**config.mk**
```make
export PLATFORM = sky130hd
export DESIGN_NAME = mips_alu_muldiv_seq_flat
export DESIGN_NICKNAME = d
export VERILOG_FILES = /design/src/rtl/mips_alu_muldiv_seq_if.sv /design/src/rtl/mips_alu_muldiv_seq.sv /design/src/flat_wrapper.sv
export SDC_FILE = /design/constraint.sdc
export NUM_CORES = 1
export LEC_CHECK = 0
export ABC_AREA = 1
export CORE_UTILIZATION = 55
export CTS_CLUSTER_DIAMETER = 120
export DETAILED_ROUTE_END_ITERATION = 7
export HOLD_SLACK_MARGIN = 0.06
export PLACE_DENSITY_LB_ADDON = 0.05
export REMOVE_ABC_BUFFERS = 1
export SYNTH_ARGS = -nofsm -noshare
export SYNTH_HDL_FRONTEND = slang
export SYNTH_SLANG_ARGS = --single-unit
```
**constraint.sdc**
```tcl
create_clock -name clock -period 2 [get_ports clock]
set_input_delay 0.4 -clock clock [delete_from_list [all_inputs] [get_ports clock]]
set_output_delay 0.4 -clock clock [all_outputs]
set_load 0.005 [all_outputs]
```
**src/rtl/mips_alu_muldiv_seq_if.sv**
```systemverilog
// Function codes and the valid/ready request interface of the HI/LO multiply/divide sequencer.
package mips_alu_muldiv_seq_pkg;
  localparam int unsigned FUNC_W = 4;

  // Codes above FUNC_MFLO belong to other execute-stage units and are ignored here.
  typedef enum logic [FUNC_W-1:0] {
    FUNC_MULU = 4'd0,
    FUNC_MULS = 4'd1,
    FUNC_DIVU = 4'd2,
    FUNC_DIVS = 4'd3,
    FUNC_MTHI = 4'd4,
    FUNC_MTLO = 4'd5,
    FUNC_MFHI = 4'd6,
    FUNC_MFLO = 4'd7
  } mips_alu_func_t;
endpackage

interface mips_alu_muldiv_seq_if #(
  parameter int unsigned DATA_W = 32
);
  logic                                           req_valid;
  logic                                           req_ready;
  logic [mips_alu_muldiv_seq_pkg::FUNC_W-1:0]     func;
  logic [DATA_W-1:0]                              data1;
  logic [DATA_W-1:0]                              data2;
  logic [DATA_W-1:0]                              result;

  modport master (
    output req_valid, func, data1, data2,
    input  req_ready, result
  );

  modport slave (
    input  req_valid, func, data1, data2,
    output req_ready, result
  );
endinterface

```
**src/rtl/mips_alu_muldiv_seq.sv**
```systemverilog
// Iterative shift-add multiply / restoring divide sequencer owning HI/LO.
// Define MIPS_ALU_MULDIV_SEQ_EARLY_OUT_EN to end multiplies once the remaining multiplier is zero.
module mips_alu_muldiv_seq
  import mips_alu_muldiv_seq_pkg::*;
#(
  parameter int unsigned DATA_W = 32,
  parameter int unsigned CNT_W  = $clog2(DATA_W) + 1
) (
  input  logic                 clock,
  input  logic                 reset_n,
  input  logic                 flush,
  mips_alu_muldiv_seq_if.slave req,
  output logic [DATA_W-1:0]    hi,
  output logic [DATA_W-1:0]    lo,
  output logic                 busy,
  output logic                 div_zero
);

`ifdef MIPS_ALU_MULDIV_SEQ_EARLY_OUT_EN
  localparam bit EarlyOut = 1'b1;
`else
  localparam bit EarlyOut = 1'b0;
`endif

  localparam logic [CNT_W-1:0] LastCnt = CNT_W'(DATA_W - 1);

  typedef enum logic [1:0] {
    ST_IDLE,
    ST_RUN,
    ST_FIX
  } state_t;

  state_t                state_q, state_d;
  logic [DATA_W-1:0]     hi_q, hi_d;
  logic [DATA_W-1:0]     lo_q, lo_d;
  logic [DATA_W-1:0]     opb_q, opb_d;
  logic [2*DATA_W-1:0]   acc_q, acc_d;
  logic [2*DATA_W-1:0]   mcand_q, mcand_d;
  logic [CNT_W-1:0]      cnt_q, cnt_d;
  logic                  busy_q, busy_d;
  logic                  div_zero_q, div_zero_d;
  logic                  is_div_q, is_div_d;
  logic                  sgn_lo_q, sgn_lo_d;
  logic                  sgn_hi_q, sgn_hi_d;

  logic                  ready;
  logic                  accept;
  logic                  op_mul, op_div, op_signed;
  logic [DATA_W-1:0]     mag1, mag2;
  logic [2*DATA_W-1:0]   mul_acc_nxt, div_acc_nxt, prod_fix;
  logic [DATA_W-1:0]     mul_opb_nxt, quo_fix, rem_fix, rem_sub;
  logic [DATA_W:0]       partial;
  logic                  fits;

  assign ready  = reset_n && (state_q == ST_IDLE) && !flush;
  assign accept = req.req_valid && ready;

  always_comb begin
    op_mul    = (req.func == FUNC_MULU) || (req.func == FUNC_MULS);
    op_div    = (req.func == FUNC_DIVU) || (req.func == FUNC_DIVS);
    op_signed = (req.func == FUNC_MULS) || (req.func == FUNC_DIVS);
    mag1      = (op_signed && req.data1[DATA_W-1]) ? -req.data1 : req.data1;
    mag2      = (op_signed && req.data2[DATA_W-1]) ? -req.data2 : req.data2;
  end

  // acc holds the running product, or {remainder, dividend/quotient} while dividing.
  always_comb begin
    mul_acc_nxt = opb_q[0] ? (acc_q + mcand_q) : acc_q;
    mul_opb_nxt = opb_q >> 1;
    partial     = acc_q[2*DATA_W-1:DATA_W-1];
    fits        = partial >= {1'b0, opb_q};
    rem_sub     = partial[DATA_W-1:0] - opb_q;
    div_acc_nxt = {fits ? rem_sub : partial[DATA_W-1:0], acc_q[DATA_W-2:0], fits};
    prod_fix    = sgn_lo_q ? -acc_q : acc_q;
    quo_fix     = sgn_lo_q ? -acc_q[DATA_W-1:0] : acc_q[DATA_W-1:0];
    rem_fix     = sgn_hi_q ? -acc_q[2*DATA_W-1:DATA_W] : acc_q[2*DATA_W-1:DATA_W];
  end

  always_ff @(posedge clock or negedge reset_n) begin
    if (!reset_n) begin
      state_q    <= ST_IDLE;
      hi_q       <= '0;
      lo_q       <= '0;
      opb_q      <= '0;
      acc_q      <= '0;
      mcand_q    <= '0;
      cnt_q      <= '0;
      busy_q     <= 1'b0;
      div_zero_q <= 1'b0;
      is_div_q   <= 1'b0;
      sgn_lo_q   <= 1'b0;
      sgn_hi_q   <= 1'b0;
    end else begin
      state_q    <= state_d;
      hi_q       <= hi_d;
      lo_q       <= lo_d;
      opb_q      <= opb_d;
      acc_q      <= acc_d;
      mcand_q    <= mcand_d;
      cnt_q      <= cnt_d;
      busy_q     <= busy_d;
      div_zero_q <= div_zero_d;
      is_div_q   <= is_div_d;
      sgn_lo_q   <= sgn_lo_d;
      sgn_hi_q   <= sgn_hi_d;
    end
  end

  always_comb begin
    state_d = state_q;
    case (state_q)
      ST_IDLE: begin
        if (accept && (op_mul || op_div)) begin
          state_d = (EarlyOut && op_mul && (mag2 == '0)) ? ST_FIX : ST_RUN;
        end
      end
      ST_RUN: begin
        if ((cnt_q == LastCnt) || (EarlyOut && !is_div_q && (mul_opb_nxt == '0))) begin
          state_d = ST_FIX;
        end
      end
      ST_FIX:  state_d = ST_IDLE;
      default: state_d = ST_IDLE;
    endcase
    if (flush) begin
      state_d = ST_IDLE;
    end
  end

  always_comb begin
    hi_d       = hi_q;
    lo_d       = lo_q;
    opb_d      = opb_q;
    acc_d      = acc_q;
    mcand_d    = mcand_q;
    cnt_d      = cnt_q;
    div_zero_d = div_zero_q;
    is_div_d   = is_div_q;
    sgn_lo_d   = sgn_lo_q;
    sgn_hi_d   = sgn_hi_q;
    busy_d     = (state_d != ST_IDLE);
    case (state_q)
      ST_IDLE: begin
        if (accept) begin
          if (op_mul || op_div) begin
            cnt_d    = '0;
            is_div_d = op_div;
            sgn_lo_d = op_signed && (req.data1[DATA_W-1] ^ req.data2[DATA_W-1]);
            sgn_hi_d = op_signed && op_div && req.data1[DATA_W-1];
            opb_d    = mag2;
            mcand_d  = {{DATA_W{1'b0}}, mag1};
            acc_d    = op_div ? {{DATA_W{1'b0}}, mag1} : '0;
          end else if (req.func == FUNC_MTHI) begin
            hi_d = req.data1;
          end else if (req.func == FUNC_MTLO) begin
            lo_d = req.data1;
          end
        end
      end
      ST_RUN: begin
        cnt_d = cnt_q + CNT_W'(1);
        if (is_div_q) begin
          acc_d = div_acc_nxt;
        end else begin
          acc_d   = mul_acc_nxt;
          mcand_d = mcand_q << 1;
          opb_d   = mul_opb_nxt;
        end
      end
      ST_FIX: begin
        if (!flush) begin
          if (is_div_q) begin
            // A zero divisor leaves the sign-restored remainder equal to data1, so only LO needs forcing.
            hi_d       = rem_fix;
            lo_d       = (opb_q == '0) ? '1 : quo_fix;
            div_zero_d = (opb_q == '0);
          end else begin
            hi_d = prod_fix[2*DATA_W-1:DATA_W];
            lo_d = prod_fix[DATA_W-1:0];
          end
        end
      end
      default: ;
    endcase
  end

  always_comb begin
    req.req_ready = ready;
    req.result    = '0;
    if (accept && (req.func == FUNC_MFHI)) begin
      req.result = hi_q;
    end else if (accept && (req.func == FUNC_MFLO)) begin
      req.result = lo_q;
    end
  end

  assign hi       = hi_q;
  assign lo       = lo_q;
  assign busy     = busy_q;
  assign div_zero = div_zero_q;

endmodule

```
**src/flat_wrapper.sv**
```systemverilog
// flat-port wrapper written by rule: the top's interface ports become plain ports
module mips_alu_muldiv_seq_flat import mips_alu_muldiv_seq_pkg::*;
#(
  parameter int unsigned DATA_W = 32,
  parameter int unsigned CNT_W  = $clog2(DATA_W) + 1
)
  (clock, reset_n, flush, hi, lo, busy, div_zero, req_req_valid, req_func, req_data1, req_data2, req_req_ready, req_result);
  mips_alu_muldiv_seq_if #(.DATA_W(DATA_W)) req_i ();
  input  logic clock;
  input  logic reset_n;
  input  logic flush;
  output logic [DATA_W-1:0] hi;
  output logic [DATA_W-1:0] lo;
  output logic busy;
  output logic div_zero;
  input wire logic [$bits(req_i.req_valid)-1:0] req_req_valid;
  input wire logic [$bits(req_i.func)-1:0] req_func;
  input wire logic [$bits(req_i.data1)-1:0] req_data1;
  input wire logic [$bits(req_i.data2)-1:0] req_data2;
  output wire logic [$bits(req_i.req_ready)-1:0] req_req_ready;
  output wire logic [$bits(req_i.result)-1:0] req_result;
  assign req_i.req_valid = req_req_valid;
  assign req_i.func = req_func;
  assign req_i.data1 = req_data1;
  assign req_i.data2 = req_data2;
  assign req_req_ready = req_i.req_ready;
  assign req_result = req_i.result;
  mips_alu_muldiv_seq #(.DATA_W(DATA_W), .CNT_W(CNT_W)) u_core (.clock(clock), .reset_n(reset_n), .flush(flush), .req(req_i), .hi(hi), .lo(lo), .busy(busy), .div_zero(div_zero));
endmodule
```
==> results list, run 1 <==
- Weighted congestion at the end of routability-driven global placement: 1.115
- Clock Sinks: 237
- The clock passes through at most 3 buffers.
- Post-synthesis area per instance: 5.774 um^2
* Clk root buf: sky130_fd_sc_hd__clkbuf_16
- Number of instances in the placed design: 5757
* Post-synthesis xor/xnor area fraction: 2.962%
- For this run, asynchronously set or reset flops after synthesis account for 100.0%.
- Row cnt: 77
- Post-placement setup slack: -859.1 ps
* GRT Resource Usage Total: 66.50%
* Adder and majority gate portion of the synthesized area: 5.199%
- Yosys mapped the design onto 55 distinct sky130hd cell types.
- The synthesized design spends more area on one cell type than any other, namely sky130_fd_sc_hd__dfrtp_1.
- From bottom edge to top edge, the die measures 214.5 um.
- The flow did not finish.
- Entering global routing, the biggest net connects 141 pins.
* Die extent in x: 214.5 um
- Post-DP HPWL: 83890 um
- Post-synth EDFFs: 0
- The synthesized netlist devotes 14.39% of its cell area to compound gates.
* H-tree Lvls: 1
* Initial core utilization: 55.92%
- It got as far as 5_1_grt and failed there.
* Total of buffers placed on input and output ports: 170
- Synthesis handed over a netlist of 4301 instances.
* Multiplexer share of the synthesized area: 0%
* Global route total overflow: 70
- Dominant combinational cell family by area after synthesis: simple AND/OR/NAND/NOR gates
- In this run the count of I/O pins placed on the die edge is 171.
- Post-synthesis sequential element count: 237
- Top cell type's share of synthesized area: 23.88%
- Cell area after technology mapping: 24840 um^2
* Proportion of synthesized chip area in sequential cells: 23.88%
* Count of warnings emitted by yosys: 0
- Most instantiated flip-flop cell in the synthesis netlist: sky130_fd_sc_hd__dfrtp_1
* Number of buffers added by the clock tree synthesis step: 29
- Summing the areas of all and, or, nand and nor instances in the mapped netlist gives 39.69% of the synthesized area.
* Stop Error: [ERROR GRT-0232] Routing congestion too high. Check the congestion heatmap in the GUI.
* Biggest area contributors in the synthesized netlist: sky130_fd_sc_hd__dfrtp_1, sky130_fd_sc_hd__nand2_1, sky130_fd_sc_hd__inv_1, sky130_fd_sc_hd__nand3_1, sky130_fd_sc_hd__nor2_1
[synth_stat cells (all sizes together), types with 3 or more instances]
library cell / count
a21oi: 201
o2111ai: 3
a2bb2oi: 20
o32ai: 30
a21o: 3
nor3: 48
inv: 761
a21boi: 24
o21bai: 10
nor4: 4
a32oi: 3
a31oi: 5
o21ai: 185
o21a: 4
clkbuf: 69
buf: 58
nand3b: 14
nand3: 396
nor2: 448
o22ai: 41
a22oi: 36
o31ai: 5
clkinv: 3
and2: 10
xor2: 77
nand4: 50
o211ai: 20
or2: 10
dfrtp: 237
ha: 100
xnor2: 7
nand2: 1407
[cells by family after synthesis]
| family | Yosys count |
|---|---|
| DFF | 237 |
| adders and majority gates | 102 |
| xor gates and xnor gates | 84 |
| and+or+nand+nor | 2389 |
| AOI/OAI and AO/OA | 598 |
| buffers and inverters | 891 |
[stage by stage]
step                hold WS (ps)  instance area, um^2  TNS [ps]
detailed placement         458.7                33130   -117160
floorplan                  104.4                24260   -482610
CTS                        372.7                38850    -28870
global placement           438.6                33130   -107120
[layer usage]
| layer | overflow | global-route usage, % |
|---|---|---|
| met5 | 0 | 10.83 |
| met4 | 26 | 63.29 |
| met3 | 1 | 42.17 |
| met2 | 42 | 88.34 |
| met1 | 1 | 69.78 |
[timing repair]
action	4_1_cts
endpoints found under the setup margin	158
resized for setup	1045
gates cloned	8
buffers inserted	91
pin swaps	259
hold buffers	1
hold endpoints to repair	22
==> run 2: changes to the inputs <==
Settings changed: CORE_UTILIZATION 55 to 40, CTS_CLUSTER_DIAMETER 120 to default, HOLD_SLACK_MARGIN 0.06 to default, PLACE_DENSITY_LB_ADDON 0.05 to 0.15.
Clock period 2 ns to 2.6 ns, I/O delays scaled along.
==> results list, run 2 <==
- Summed over all layers, the routed wires come to 103900 um.
- Most used cells in the layout excluding fill and tap cells: sky130_fd_sc_hd__nand2_1, sky130_fd_sc_hd__inv_1, sky130_fd_sc_hd__nor2_1
* Initial DRC Count: 2702
- Critical Path Source Type: flop
- Clock tree synthesis selected as its root buffer the cell sky130_fd_sc_hd__clkbuf_16.
* Post-route DRC: 0
* Critical Path End Type: primary output
- Total via count after detailed routing: 29100
- GRT Resource Usage Total: 32.17%
- Hold-fix buffers at CTS: 0
- Power density cells: 710.9 nW/um^2
* Count of warnings emitted by yosys: 0
- Summed over all nets, the switching power comes to 10.24 mW.
* Final Critical Period: 2643 ps
- In the detailed route, the total length drawn on met3 is 6200 um.
- Post-DP HPWL: 85160 um
* Relative contribution of combinational cells to total power: 56.3%
- At the end of routability-driven placement, the weighted congestion stood at 1.053.
- In this run the cell area of the synthesized design comes to 24840 um^2.
* Wire length of the first global-routing pass: 157300 um
* Regs by FF count: u_core.acc_q (64), u_core.mcand_q (64)
- The detail route stage leaves a number of antenna-violating nets equal to 0.
- P_leak: 16.89 nW
- Pre-Repair DR Iteration Count: 6
- TritonCTS built the clock tree.
- Number of nets at the end of the flow: 4906
- Normalized max-slew margin: 43.17%
* Synth Instances: 4301
- Startpoint-to-endpoint class of the critical path: flop to primary output
* Commonest non-fill, non-tap cell in the layout: sky130_fd_sc_hd__nand2_1
- IR analysis of the VDD net gives a maximum drop of 0.0005386 V.
- Synth top cells by count: sky130_fd_sc_hd__nand2_1, sky130_fd_sc_hd__inv_1, sky130_fd_sc_hd__nor2_1
* Failing checks: setup timing
- Top cell type's share of synthesized area: 23.88%
* Bufs on Longest Clock Path: 3
* Clock Skews: 15.46 ps
- Biggest area contributors in the synthesized netlist: sky130_fd_sc_hd__dfrtp_1, sky130_fd_sc_hd__nand2_1, sky130_fd_sc_hd__inv_1, sky130_fd_sc_hd__nand3_1, sky130_fd_sc_hd__nor2_1
* Overall die height: 251.2 um
* Critical register-to-register path startpoint: u_core.acc_q[20]
* Worst path arrival time: 2120 ps
- Switching portion of total power: 46.00%
- Layout cells sized above 1: 12.10%
- Die extent in x: 251.2 um
- Clock network fraction of design power: 19.9%
- Clock tree synthesis found a total of 237 sinks.
- Final antenna diode count: 0
* Vias in the first global route: 27000
- From synthesis to final layout, the design area changed by 26.10%.
- H-tree Lvls: 1
* Final Cycle Share: 101.7%
* Post-detailed-route wirelength per cell: 18.78 um
- Unrepaired setup endpoints after global routing: true
* Most frequent cell after synthesis: sky130_fd_sc_hd__nand2_1
- Via-to-Cell Ratio: 5.258
- Number of distinct standard cells referenced by the synthesized netlist: 55
* Post-synth EDFFs: 0
* Number of antenna violations at the first check in global routing: 0
* Maximum number of pins on one net before global-route repair: 126
* Most instantiated flip-flop cell in the synthesis netlist: sky130_fd_sc_hd__dfrtp_1
- In this run, synthesis produced a sequential element count of 237.
* Die ar.: 63090 um^2
* Area of the core: 60810 um^2
- The largest total area in the synthesized netlist belongs to sky130_fd_sc_hd__dfrtp_1.
- For this run, the register share of the synthesized area comes to 23.88%.
* Final Hold Vio Count: 0
- Across the run, the number of max-cap violations was 0.
- Endpoints failing setup: 21
* Max-slew violations: 0
- Global route total overflow: 0
- Clock latency reported for the late side of the worst-skew pair: 580 ps
- Crit path from: u_core.state_q[0]
- The run finished, with violations left.
- Post-route setup slack: -43.21 ps
* Async set-reset flop share out of synthesis: 100.0%
* Clock transition time at the flip-flop clock pins of the worst setup and hold paths: 60 ps
- Routed signal wires occupy layers up through met4.
- For this run, the number of standard cells in the final layout without fillers is 5535.
* Internal power consumption: 12.02 mW
- Along the worst path, the maximum fanout reaches 14.
* Total of buffers placed on input and output ports: 170
- The min-delay analysis places its worst path in the category primary input to async pin.
- Post-synthesis area per instance: 5.774 um^2
- Hold slack: 122.8 ps
- Transition time at the pin with the least slew margin: 852.5 ps
- After floorplanning, the core was divided into 90 placement rows.
* Number of instances in the placed design: 5472
- The detailed router put a total of 45670 um of wire on met1.
- Number of buffers added by the clock tree synthesis step: 30
- Maximum clock frequency: 0.3783 GHz
- Required time worst endpoint: 2080 ps
* Met2 wirelength from detailed routing: 46490 um
- Initial core utilization: 40.84%
- Sequential cells account for 23.8% of the total power.
* Ports placed on the boundary: 171
-- run 2: cell counts after synthesis --
Identical to the previous run, type by type.
-- run 2: layer usage --
layer  global-route usage [%]  vias to the layer above
li1                         -                    14510
met1                    43.34                    13330
met2                    52.16                     1047
met3                    2.785                      220
met4                    14.83                        0
met5                        0                        -
-- run 2: kinds of logic after synthesis --
family,synth area share [%]
buffers and inverters,13.87
DFF,23.88
adders and majority gates,5.199
and+or+nand+nor,39.69
xor gates and xnor gates,2.962
AOI/OAI and AO/OA,14.39
-- run 2: power by group through the flow --
| stage | Sequential (mW) | Combinational, mW | Clock (mW) |
|---|---|---|---|
| after floorplan | 5.30 | 6.78 | 0 |
| after global placement | 5.30 | 12.0 | 0 |
| after detailed placement | 5.31 | 12.1 | 0 |
| after CTS | 5.26 | 12.2 | 4.48 |
| after global routing | 5.38 | 13.7 | 4.64 |
| final | 5.29 | 12.5 | 4.43 |
-- run 2: path summary, 6_finish.rpt --
| path | to | slack, ps | depth (start not counted) |
|---|---|---|---|
| min reg2reg | u_core.cnt_q[2] | 450 | 1 |
| max in group asynchronous | u_core.is_div_q | 1140 | 3 |
| max | req_result[23] | -40 | 9 |
| max reg2reg | u_core.acc_q[53] | 80 | 12 |
| min | u_core.state_q[0] | 120 | 2 |
| min in group clock | u_core.cnt_q[2] | 450 | 1 |
-- run 2: timing repair --
action	CTS	global route
setup buffers	4	4
pin swaps	0	4
gates cloned	2	1
resized for setup	139	116
endpoints found under the setup margin	34	99
-- run 2: layout make-up --
cell class / count / area [um^2]
clock buffers: 43 / 870.8
clock inverters: 10 / 160.2
repair buffers: 526 / 4499
fillers: 6487 / 29490
flip-flops and latches: 237 / 5938
multi-input cells: 3173 / 16000
inverters: 764 / 2873
well taps: 782 / 978.4
-- run 2: worst max-delay path, stage by stage, from the launching register on --
cell,delay (ps)
sky130_fd_sc_hd__dfrtp_1,410
sky130_fd_sc_hd__inv_4,70
sky130_fd_sc_hd__nand2_4,60
sky130_fd_sc_hd__nor2_4,130
sky130_fd_sc_hd__nand2_4,70
sky130_fd_sc_hd__nor2_4,150
sky130_fd_sc_hd__nand2_4,90
sky130_fd_sc_hd__buf_8,170
sky130_fd_sc_hd__o32ai_2,230
sky130_fd_sc_hd__buf_2,160
-- run 2: per-stage QoR --
stage	util (%)	setup TNS [ps]	worst slack (ps)	instance area, um^2	power, mW
2_1_floorplan	-	-335990	-2246	24260	12.08
3_3_place_gp	48.97	-14460	-455.0	29780	17.33
3_5_place_dp	48.97	-14080	-516.2	29780	17.41
4_1_cts	50.84	-555.7	-77.69	30910	21.93
5_1_grt	51.50	-2959	-137.2	31320	23.77
6_report	51.50	-251.0	-43.21	31320	22.26
No activity file was read; power rests on OpenSTA's default activity.
